**src/rtl/pc_fetch_unit.sv**
```systemverilog
// pc_fetch_unit: single-outstanding instruction fetch, 2-entry response FIFO, branch redirect.
// Rev 1.0
`default_nettype none
`timescale 1ns/1ps

module pc_fetch_unit #(
  parameter logic [31:0] RESET_PC = 32'h0000_0000
) (
  input  logic        clk,
  input  logic        rst_n,
  input  logic        br_taken,
  input  logic [31:0] br_pc,
  input  logic [31:0] br_offset,
  output logic        imem_req_valid,
  output logic [31:0] imem_req_addr,
  input  logic        imem_req_ready,
  input  logic        imem_rsp_valid,
  input  logic [31:0] imem_rsp_data,
  output logic        if_valid,
  output logic [31:0] if_pc,
  output logic [31:0] if_instr,
  input  logic        id_ready,
  output logic        fetch_fault
);

  typedef enum logic [1:0] {
    ST_IDLE = 2'd0,
    ST_REQ  = 2'd1,
    ST_WAIT = 2'd2,
    ST_DROP = 2'd3
  } state_t;

  state_t      r_state;
  state_t      w_state_nxt;
  logic [31:0] r_pc;
  logic [31:0] r_req_pc;
  logic [31:0] r_fifo_pc    [2];
  logic [31:0] r_fifo_instr [2];
  logic        r_wr_ptr;
  logic        r_rd_ptr;
  logic [1:0]  r_count;
  logic        r_fault;

  logic [31:0] w_target;
  logic        w_empty;
  logic        w_hs;
  logic        w_push;
  logic        w_pop;

  // Offset arrives pre-biased by -12 from the comparator; undo the bias here.
  assign w_target = br_pc + br_offset + 32'd12;
  assign w_empty  = (r_count == 2'd0);

  assign imem_req_valid = (r_state == ST_REQ) && (r_count != 2'd2);
  assign imem_req_addr  = r_pc;
  assign w_hs           = imem_req_valid && imem_req_ready;
  assign w_push         = (r_state == ST_WAIT) && imem_rsp_valid && !br_taken;
  assign w_pop          = !w_empty && id_ready && !br_taken;

  assign if_valid    = !w_empty;
  assign if_pc       = w_empty ? 32'd0 : r_fifo_pc[r_rd_ptr];
  assign if_instr    = w_empty ? 32'h0000_0013 : r_fifo_instr[r_rd_ptr];
  assign fetch_fault = r_fault;

  always_comb begin
    w_state_nxt = r_state;
    if (br_taken) begin
      // An accepted-but-unanswered request still owes a response that must be discarded.
      if ((((r_state == ST_WAIT) || (r_state == ST_DROP)) && !imem_rsp_valid) ||
          ((r_state == ST_REQ) && w_hs))
        w_state_nxt = ST_DROP;
      else
        w_state_nxt = ST_REQ;
    end else begin
      case (r_state)
        ST_IDLE: w_state_nxt = ST_REQ;
        ST_REQ:  if (w_hs) w_state_nxt = ST_WAIT;
        ST_WAIT: if (imem_rsp_valid) w_state_nxt = ST_REQ;
        ST_DROP: if (imem_rsp_valid) w_state_nxt = ST_REQ;
        default: w_state_nxt = ST_IDLE;
      endcase
    end
  end

  always_ff @(posedge clk or negedge rst_n) begin
    if (!rst_n) begin
      r_state  <= ST_IDLE;
      r_pc     <= RESET_PC;
      r_req_pc <= RESET_PC;
      r_fault  <= 1'b0;
    end else begin
      r_state <= w_state_nxt;
      r_fault <= br_taken && (w_target[1:0] != 2'b00);
      if (w_hs)
        r_req_pc <= r_pc;
      if (br_taken)
        r_pc <= {w_target[31:2], 2'b00};
      else if (w_hs)
        r_pc <= r_pc + 32'd4;
    end
  end

  always_ff @(posedge clk or negedge rst_n) begin
    if (!rst_n) begin
      r_wr_ptr <= 1'b0;
      r_rd_ptr <= 1'b0;
      r_count  <= 2'd0;
    end else if (br_taken) begin
      r_wr_ptr <= 1'b0;
      r_rd_ptr <= 1'b0;
      r_count  <= 2'd0;
    end else begin
      if (w_push)
        r_wr_ptr <= ~r_wr_ptr;
      if (w_pop)
        r_rd_ptr <= ~r_rd_ptr;
      case ({w_push, w_pop})
        2'b10:   r_count <= r_count + 2'd1;
        2'b01:   r_count <= r_count - 2'd1;
        default: r_count <= r_count;
      endcase
    end
  end

  always_ff @(posedge clk) begin
    if (w_push) begin
      r_fifo_pc[r_wr_ptr]    <= r_req_pc;
      r_fifo_instr[r_wr_ptr] <= imem_rsp_data;
    end
  end

endmodule

`default_nettype wire

```
**config.mk**
```make
export PLATFORM = sky130hd
export DESIGN_NAME = pc_fetch_unit
export DESIGN_NICKNAME = d
export VERILOG_FILES = /design/src/rtl/pc_fetch_unit.sv
export SDC_FILE = /design/constraint.sdc
export NUM_CORES = 1
export LEC_CHECK = 0
export ABC_CLOCK_PERIOD_IN_PS = 6840
export BUFFER_PORTS_ARGS = -buffer_cell sky130_fd_sc_hd__buf_2
export CORE_MARGIN = 2
export CORE_UTILIZATION = 47
export CTS_BUF_LIST = sky130_fd_sc_hd__clkbuf_8 sky130_fd_sc_hd__clkbuf_16
export DETAILED_ROUTE_END_ITERATION = 8
export PLACE_DENSITY = 0.67
export RECOVER_POWER = 100
export SETUP_SLACK_MARGIN = 0.02
export SLEW_MARGIN = 20
export SYNTH_ARGS = -nofsm -noshare
export SYNTH_HDL_FRONTEND = slang
export SYNTH_SLANG_ARGS = --single-unit
```
**constraint.sdc**
```tcl
create_clock -name clk -period 6.84 [get_ports clk]
set_clock_uncertainty 0.2 [all_clocks]
set_input_delay 0.684 -clock clk [delete_from_list [all_inputs] [get_ports clk]]
set_output_delay 0.684 -clock clk [all_outputs]
set_load 0.01 [all_outputs]
```
==> impl_metrics.yaml, run 1 <==
die:
  die_w_um: 148.3
  start_util: 0.4808
  num_io_pins: 201
  die_h_um: 148.3
  dieArea_um2: 22000
  rows: 52
  design.core.area_um2: 20360
place:
  globalplace.congestion: 0.8775
  place.detailed.hpwl_mm: 14.15
  port_buffers: 196
  pre_cts_ws_ns: 3.262
worst_setup_path:
  r2r_slack_ns: 2.92
  required_ns: 5.96
  crit_fanout: 60
  r2r_start: "r_count[0]$_DFFE_PN0P_"
  start_kind: "flop"
  r2r_cells: 6
  r2r-end: "r_rd_ptr$_DFFE_PN0P_"
  worstSetupPathType: "flop to output pin"
  critPathLaunch: "r_count[0]$_DFFE_PN0P_"
  critPathCaptureType: "output pin"
  cp.arrival_ns: 3.82
sta:
  rsz0062_at_grt: "false"
  fin_crit_ns: 4.705
  tightestPinTransition_ns: 2.768
  max_slew_margin: -0.8456
  setup_viol: 0
  hold_viol: 0
  drv_slew: 190
  setup_ws_ns: 2.135
  fmax_ghz: 0.2125
  final.setup.tns_ns: 0
  fin_crit_sh: 0.6879
synthesis:
  synth_top_area_share: 0.3803
  yosysTopAreaCell: "edfxtp_1"
  synth_edf_count: 124
  ys_seq_area_frac: 0.5516
  syn_inst: 825
  synthDistinctLibCells: 53
  ys_warn_count: 0
  postSynth.asyncResetShare: 0.3508
  ys_dominant_reg_cell: "edfxtp_1"
  synth-seq-cells: 191
  synth_area_leaders: "edfxtp_1, dfrtp_1, ha_1"
  avgSynthCellArea_um2: 11.87
  syn-cell-area_um2: 9791
clocking:
  clock-sinks: 191
  cts_htree_levels: 4
  hold_buffers: 0
  cts_resized: 0
  worstSkewPairLatency_ns: 0.42
  clk_pin_slew_ns: 0.06
  numCtsBuffers: 17
  post-cts-setup-buffers: 0
  clockBufferDepth: 2
  clockRootBuffer: "clkbuf_16"
  cts_tree: "built"
final_layout:
  n_antenna_cell: 0
  final_nets: 1184
  fillCellCount: 1797
  fin_util: 0.5650
  syn2layout_area_growth_pct: 17.52
  drive_gt1_frac: 0.1579
power:
  p_per_area_nw_per_um2: 276.2
  p_clk_frac: 0.313
  power_frac_comb: 0.185
  p_int_mw: 2.290
  p_leak_nw: 4.405
  power_switching_uw: 887.5
  ir_worst_vdd_v: 0.0001738
  swShare: 0.2793
  power_frac_seq: 0.501
global_route:
  antenna_found_initial: 0
  grt_start_max_net_pins: 68
  grt_usage: 0.1823
  grt_pass1_vias: 6346
  globalRoute.totalOverflow: 0
  grt_pass1_wl_mm: 31.58
routing:
  vias_per_cell: 5.132
  drt-total-wl_mm: 19.76
  via_count: 6682
  drtIter0Drc: 404
  ant_nets: 0
  wl_per_cell_um: 15.17
  post-route-drc-count: 0
  first_pass_iters: 5
flow_run:
  drv_cap: 5
run_status:
  outcome: "finished with violations"
  violations: "capacitance limit, slew limit"
worst_hold_path:
  hp-class: "input pin to async pin"
## through the flow
stage | instances | hold slack (ns) | total power, mW | instance area, um^2
after floorplan | 828 | 0.1884 | 1.975 | 9802
after global placement | 1270 | 0.2469 | 2.195 | 11070
after detailed placement | 1270 | 0.2543 | 2.216 | 11070
after CTS | 1302 | 0.2262 | 3.221 | 11670
after global routing | 1302 | 0.2144 | 3.358 | 11510
final | 1302 | 0.2367 | 3.178 | 11510
## layer usage
metal	vias to the layer above	share of wire	wire, um	track usage
li1	3389	-	-	-
met1	3096	0.47	9242	0.2431
met2	178	0.46	9134	0.2956
met3	19	0.054	1065	0.04417
met4	0	0.016	315	0.05905
met5	-	0	0	0
## power groups by stage
stage,combinational (mW),clock [mW],sequential [mW]
finish,0.589,0.996,1.59
global route,0.667,1.07,1.62
CTS,0.610,1.02,1.59
detailed placement,0.603,0,1.61
global placement,0.595,0,1.60
floorplan,0.399,0,1.58
## kinds of logic (layout without fill, tap and decap cells)
kind of cell | after synthesis | count (layout) | share of synthesized area
AOI/OAI and AO/OA | 129 | 129 | 0.08217
xor gates and xnor gates | 60 | 60 | 0.05367
adders and majority gates | 63 | 63 | 0.08128
buffers and inverters | 56 | 260 | 0.02339
DFF | 191 | 191 | 0.5516
muxes | 99 | 99 | 0.1050
other | 1 | 4 | 0.0003830
and+or+nand+nor | 226 | 226 | 0.1025
## layout make-up
| type | instances | area, um^2 | area share |
|---|---|---|---|
| Clock inverter | 14 | 167.7 | 0.01457 |
| Sequential cell | 191 | 5404 | 0.4697 |
| Clock buffer | 18 | 439.2 | 0.03817 |
| Timing Repair Buffer | 205 | 890.9 | 0.07743 |
| Inverter | 23 | 86.33 | 0.007503 |
| Multi-Input combinational cell | 581 | 4180 | 0.3633 |
| Tap cell | 270 | 337.8 | 0.02936 |
## worst max path at each step
stage                                         end  slack (ns)  depth (start not counted)
global route                          if_instr[1]        1.73                          5
CTS                 imem_req_addr[31]$_DFFE_PN0P_        3.71                         13
finish                                if_instr[1]        2.13                          5
global placement    imem_req_addr[27]$_DFFE_PN0P_        3.36                         13
floorplan            r_fifo_instr[1][0]$_DFFE_PP_        0.42                          3
detailed placement  imem_req_addr[31]$_DFFE_PN0P_        3.26                         13
## synthesized netlist by cell type, types with 2 or more instances
library cell	instances
xnor2_1	25
a211oi_1	6
mux2i_1	69
nor3_1	8
o31ai_1	6
nand2_1	63
o21ba_2	2
clkbuf_1	20
a2111oi_0	2
inv_1	23
o211ai_1	7
dfrtp_1	67
and3_1	7
nor2_1	99
nand2b_1	5
nand3_1	11
o21bai_1	4
ha_1	62
nor4_1	2
a221oi_1	3
a31oi_1	4
o221ai_1	2
o21a_1	5
nor2b_1	4
buf_4	4
xor2_1	35
or4_1	2
a21o_1	7
and2_1	4
o21ai_0	38
nand4_1	14
buf_1	6
mux2_2	30
buf_2	2
edfxtp_1	124
a21oi_1	36
## sequential cells by signal (all words and copies together) (netlist names)
signal / cells
fetch_fault: 1
r_fifo_pc: 60
r_req_pc: 30
r_rd_ptr: 1
imem_req_addr: 30
r_wr_ptr: 1
r_state: 2
r_fifo_instr: 64
r_count: 2
## placed cells by master, fill, tap and decap left out, types with 5 or more instances in the layout
cell | synthesis | final
buf_2 | 2 | 94
clkbuf_16 | 0 | 17
nand4_1 | 14 | 14
nor2_1 | 99 | 98
nand3_1 | 11 | 11
o211ai_1 | 7 | 7
a21o_1 | 7 | 7
clkbuf_1 | 20 | 109
a21oi_1 | 36 | 36
ha_1 | 62 | 62
xnor2_1 | 25 | 25
mux2i_1 | 69 | 69
o21ai_0 | 38 | 38
and3_1 | 7 | 7
edfxtp_1 | 124 | 124
nand2b_1 | 5 | 5
o31ai_1 | 6 | 6
nand2_1 | 63 | 63
nor3_1 | 8 | 8
a211oi_1 | 6 | 6
mux2_2 | 30 | 30
xor2_1 | 35 | 35
o21a_1 | 5 | 5
inv_1 | 23 | 25
dfrtp_1 | 67 | 66
## worst max-delay path, stage by stage, from the launching register on
cell	delay, ns
dfrtp_1	0.43
nor2_4	0.11
clkbuf_1	1.94
inv_1	0.48
nand2_1	0.18
clkbuf_1	0.18
(Power assumes the default switching activity.)
==> run 2, diff against run 1 <==
--- a/config.mk
+++ b/config.mk
@@ -5,13 +5,13 @@
 export SDC_FILE = /design/constraint.sdc
 export NUM_CORES = 1
 export LEC_CHECK = 0
-export ABC_CLOCK_PERIOD_IN_PS = 6840
+export ABC_CLOCK_PERIOD_IN_PS = 4100
 export BUFFER_PORTS_ARGS = -buffer_cell sky130_fd_sc_hd__buf_2
 export CORE_MARGIN = 2
 export CORE_UTILIZATION = 47
 export CTS_BUF_LIST = sky130_fd_sc_hd__clkbuf_8 sky130_fd_sc_hd__clkbuf_16
 export DETAILED_ROUTE_END_ITERATION = 8
-export PLACE_DENSITY = 0.67
+export PLACE_DENSITY = 0.7
 export RECOVER_POWER = 100
 export SETUP_SLACK_MARGIN = 0.02
 export SLEW_MARGIN = 20
==> constraint.sdc (replaced) <==
create_clock -name clk -period 4.1 [get_ports clk]
set_clock_uncertainty 0.2 [all_clocks]
set_input_delay 0.41 -clock clk [delete_from_list [all_inputs] [get_ports clk]]
set_output_delay 0.41 -clock clk [all_outputs]
set_load 0.01 [all_outputs]
==> impl_metrics.yaml, run 2 (synthesized netlist as in run 1, its figures left out) <==
worst_setup_path:
  r2r-end: "r_fifo_instr[1][15]$_DFFE_PP_"
  critPathLaunch: "r_rd_ptr$_DFFE_PN0P_"
  cp_slowest_cell: "dfrtp_2"
  critical_path_depth: 3
  cp_num_buf_inv: 1
  cp.arrival_ns: 2.68
  crit_fanout: 63
  r2r_slack_ns: 1.22
  r2r_cells: 3
  required_ns: 3.49
  critPathTopFamily: "flip-flops"
  max_stage_delay_ns: 1.62
  critPathCaptureType: "output pin"
  worstSetupPathType: "flop to output pin"
  cp_cell_sequence: "mux2i_1 -> nor2_1 -> clkbuf_1"
  setup.worst_path.end: "if_pc[16]"
  r2r_start: "r_state[0]$_DFFE_PN0P_"
  start_kind: "flop"
power:
  p_per_area_nw_per_um2: 440.9
  ir_worst_vdd_v: 0.0002680
  p_leak_nw: 4.492
routing:
  drtIter0Drc: 320
  post-route-drc-count: 0
  first_pass_iters: 5
  vias_per_cell: 5.139
  ant_nets: 0
  via_count: 6860
  wl_per_cell_um: 15.20
  drt-total-wl_mm: 20.30
clocking:
  clockBufferDepth: 2
  numCtsBuffers: 17
  clockRootBuffer: "clkbuf_16"
  cts_resized: 0
  cts_htree_levels: 4
  clk_pin_slew_ns: 0.07
  clock-sinks: 191
  cts_tree: "built"
  worstSkewPairLatency_ns: 0.42
final_layout:
  syn2layout_area_growth_pct: 20.54
  layout_commonest_cell: "edfxtp_1"
  fin_util: 0.5795
  largest_reg_flops: 64
  drive_gt1_frac: 0.1390
  finalNonFillerCells: 1335
  final_cell_mix: "edfxtp_1, clkbuf_1, nor2_1"
  top_regs: "r_fifo_instr (64), r_fifo_pc (60)"
  final_nets: 1217
  regMostFlops: "r_fifo_instr"
  n_antenna_cell: 0
sta:
  max_slew_margin: -0.2455
  fin_crit_ns: 3.287
  hold_viol: 0
  setup_ws_ns: 0.8133
  tightestPinTransition_ns: 1.868
  final.setup.tns_ns: 0
  rsz0062_at_grt: "false"
  fmax_ghz: 0.3043
  setup_viol: 0
  drv_slew: 190
  fin_crit_sh: 0.8016
die:
  design.core.area_um2: 20360
  die_h_um: 148.3
  dieArea_um2: 22000
  die_w_um: 148.3
  rows: 52
  start_util: 0.4808
  num_io_pins: 201
place:
  port_buffers: 196
  globalplace.congestion: 0.9052
  pre_cts_ws_ns: 0.7993
  place.detailed.hpwl_mm: 14.25
  dp.cells: 1269
global_route:
  grt_pass1_vias: 6780
  antenna_found_initial: 0
  grt_pass1_wl_mm: 32.96
  grt_start_max_net_pins: 64
  grt_usage: 0.1877
  globalRoute.totalOverflow: 0
run_status:
  outcome: "finished with violations"
  violations: "capacitance limit, slew limit"
worst_hold_path:
  hp-class: "input pin to flop"
  hp-start: "br_offset[0]"
flow_run:
  drv_cap: 3
[run 2: cell types whose count changed in the layout (fill, tap and decap cells not counted), moves of 2 or more]
cell           previous run  this run
buf_2                    94        75
clkinvlp_4                1         3
clkbuf_1                109       123
clkbuf_2                  0         4
bufinv_16                 3         1
dlygate4sd3_1             0        34
[run 2: worst register-to-register path, delay by kind of cell (launching register included)]
kind | cells | cell delay, ns
buf+inv | 1 | 1.23
flops | 1 | 0.38
simple gates | 2 | 0.64
[run 2: routing by layer]
layer  track usage  up-vias  wire [um]  share of wire
met5             0        -          0              0
li1              -     3451          -              -
met3       0.03620       26       1034          0.051
met4       0.06810        0        371          0.018
met1        0.2423     3196       9345           0.46
met2        0.3169      187       9546           0.47
[run 2: repair_timing]
item | 4_1_cts | 5_1_grt
buffers inserted | 0 | 0
hold buffers | 34 | 0
endpoints found under the setup margin | 0 | 0
endpoints found under the hold margin | 87 | 0
[run 2: how the worst min path moves through the flow]
stage	to	slack (ns)	cells after the start
after floorplan	fetch_fault$_DFF_PN0_	-0.09	0
after global placement	fetch_fault$_DFF_PN0_	0.21	1
after detailed placement	fetch_fault$_DFF_PN0_	0.22	1
after CTS	fetch_fault$_DFF_PN0_	0.1	4
after global routing	fetch_fault$_DFF_PN0_	0.17	4
final	fetch_fault$_DFF_PN0_	0.12	4
[run 2: stage by stage]
| step | area [um^2] | total power, mW | hold slack [ns] |
|---|---|---|---|
| after global placement | 11070 | 3.666 | 0.2060 |
| after CTS | 11970 | 5.285 | 0.09954 |
| after floorplan | 9812 | 3.295 | -0.08559 |
| final | 11800 | 5.204 | 0.1181 |
| after global routing | 11800 | 5.495 | 0.1683 |
| after detailed placement | 11070 | 3.703 | 0.2185 |
[run 2: area by class of cell]
class / count / area (um^2)
fill: 1822 / 8563
inverter: 23 / 86.33
multi-input combinational: 581 / 4203
sequential: 191 / 5401
clock inverter: 14 / 121.4
timing repair buffer: 238 / 1212
clock buffer: 18 / 439.2
tap: 270 / 337.8
[run 2: power by group]
group / switching [mW] / internal, mW
sequential: 0.268 / 2.39
combinational: 0.534 / 0.474
clock: 0.687 / 0.851
total: 1.49 / 3.71
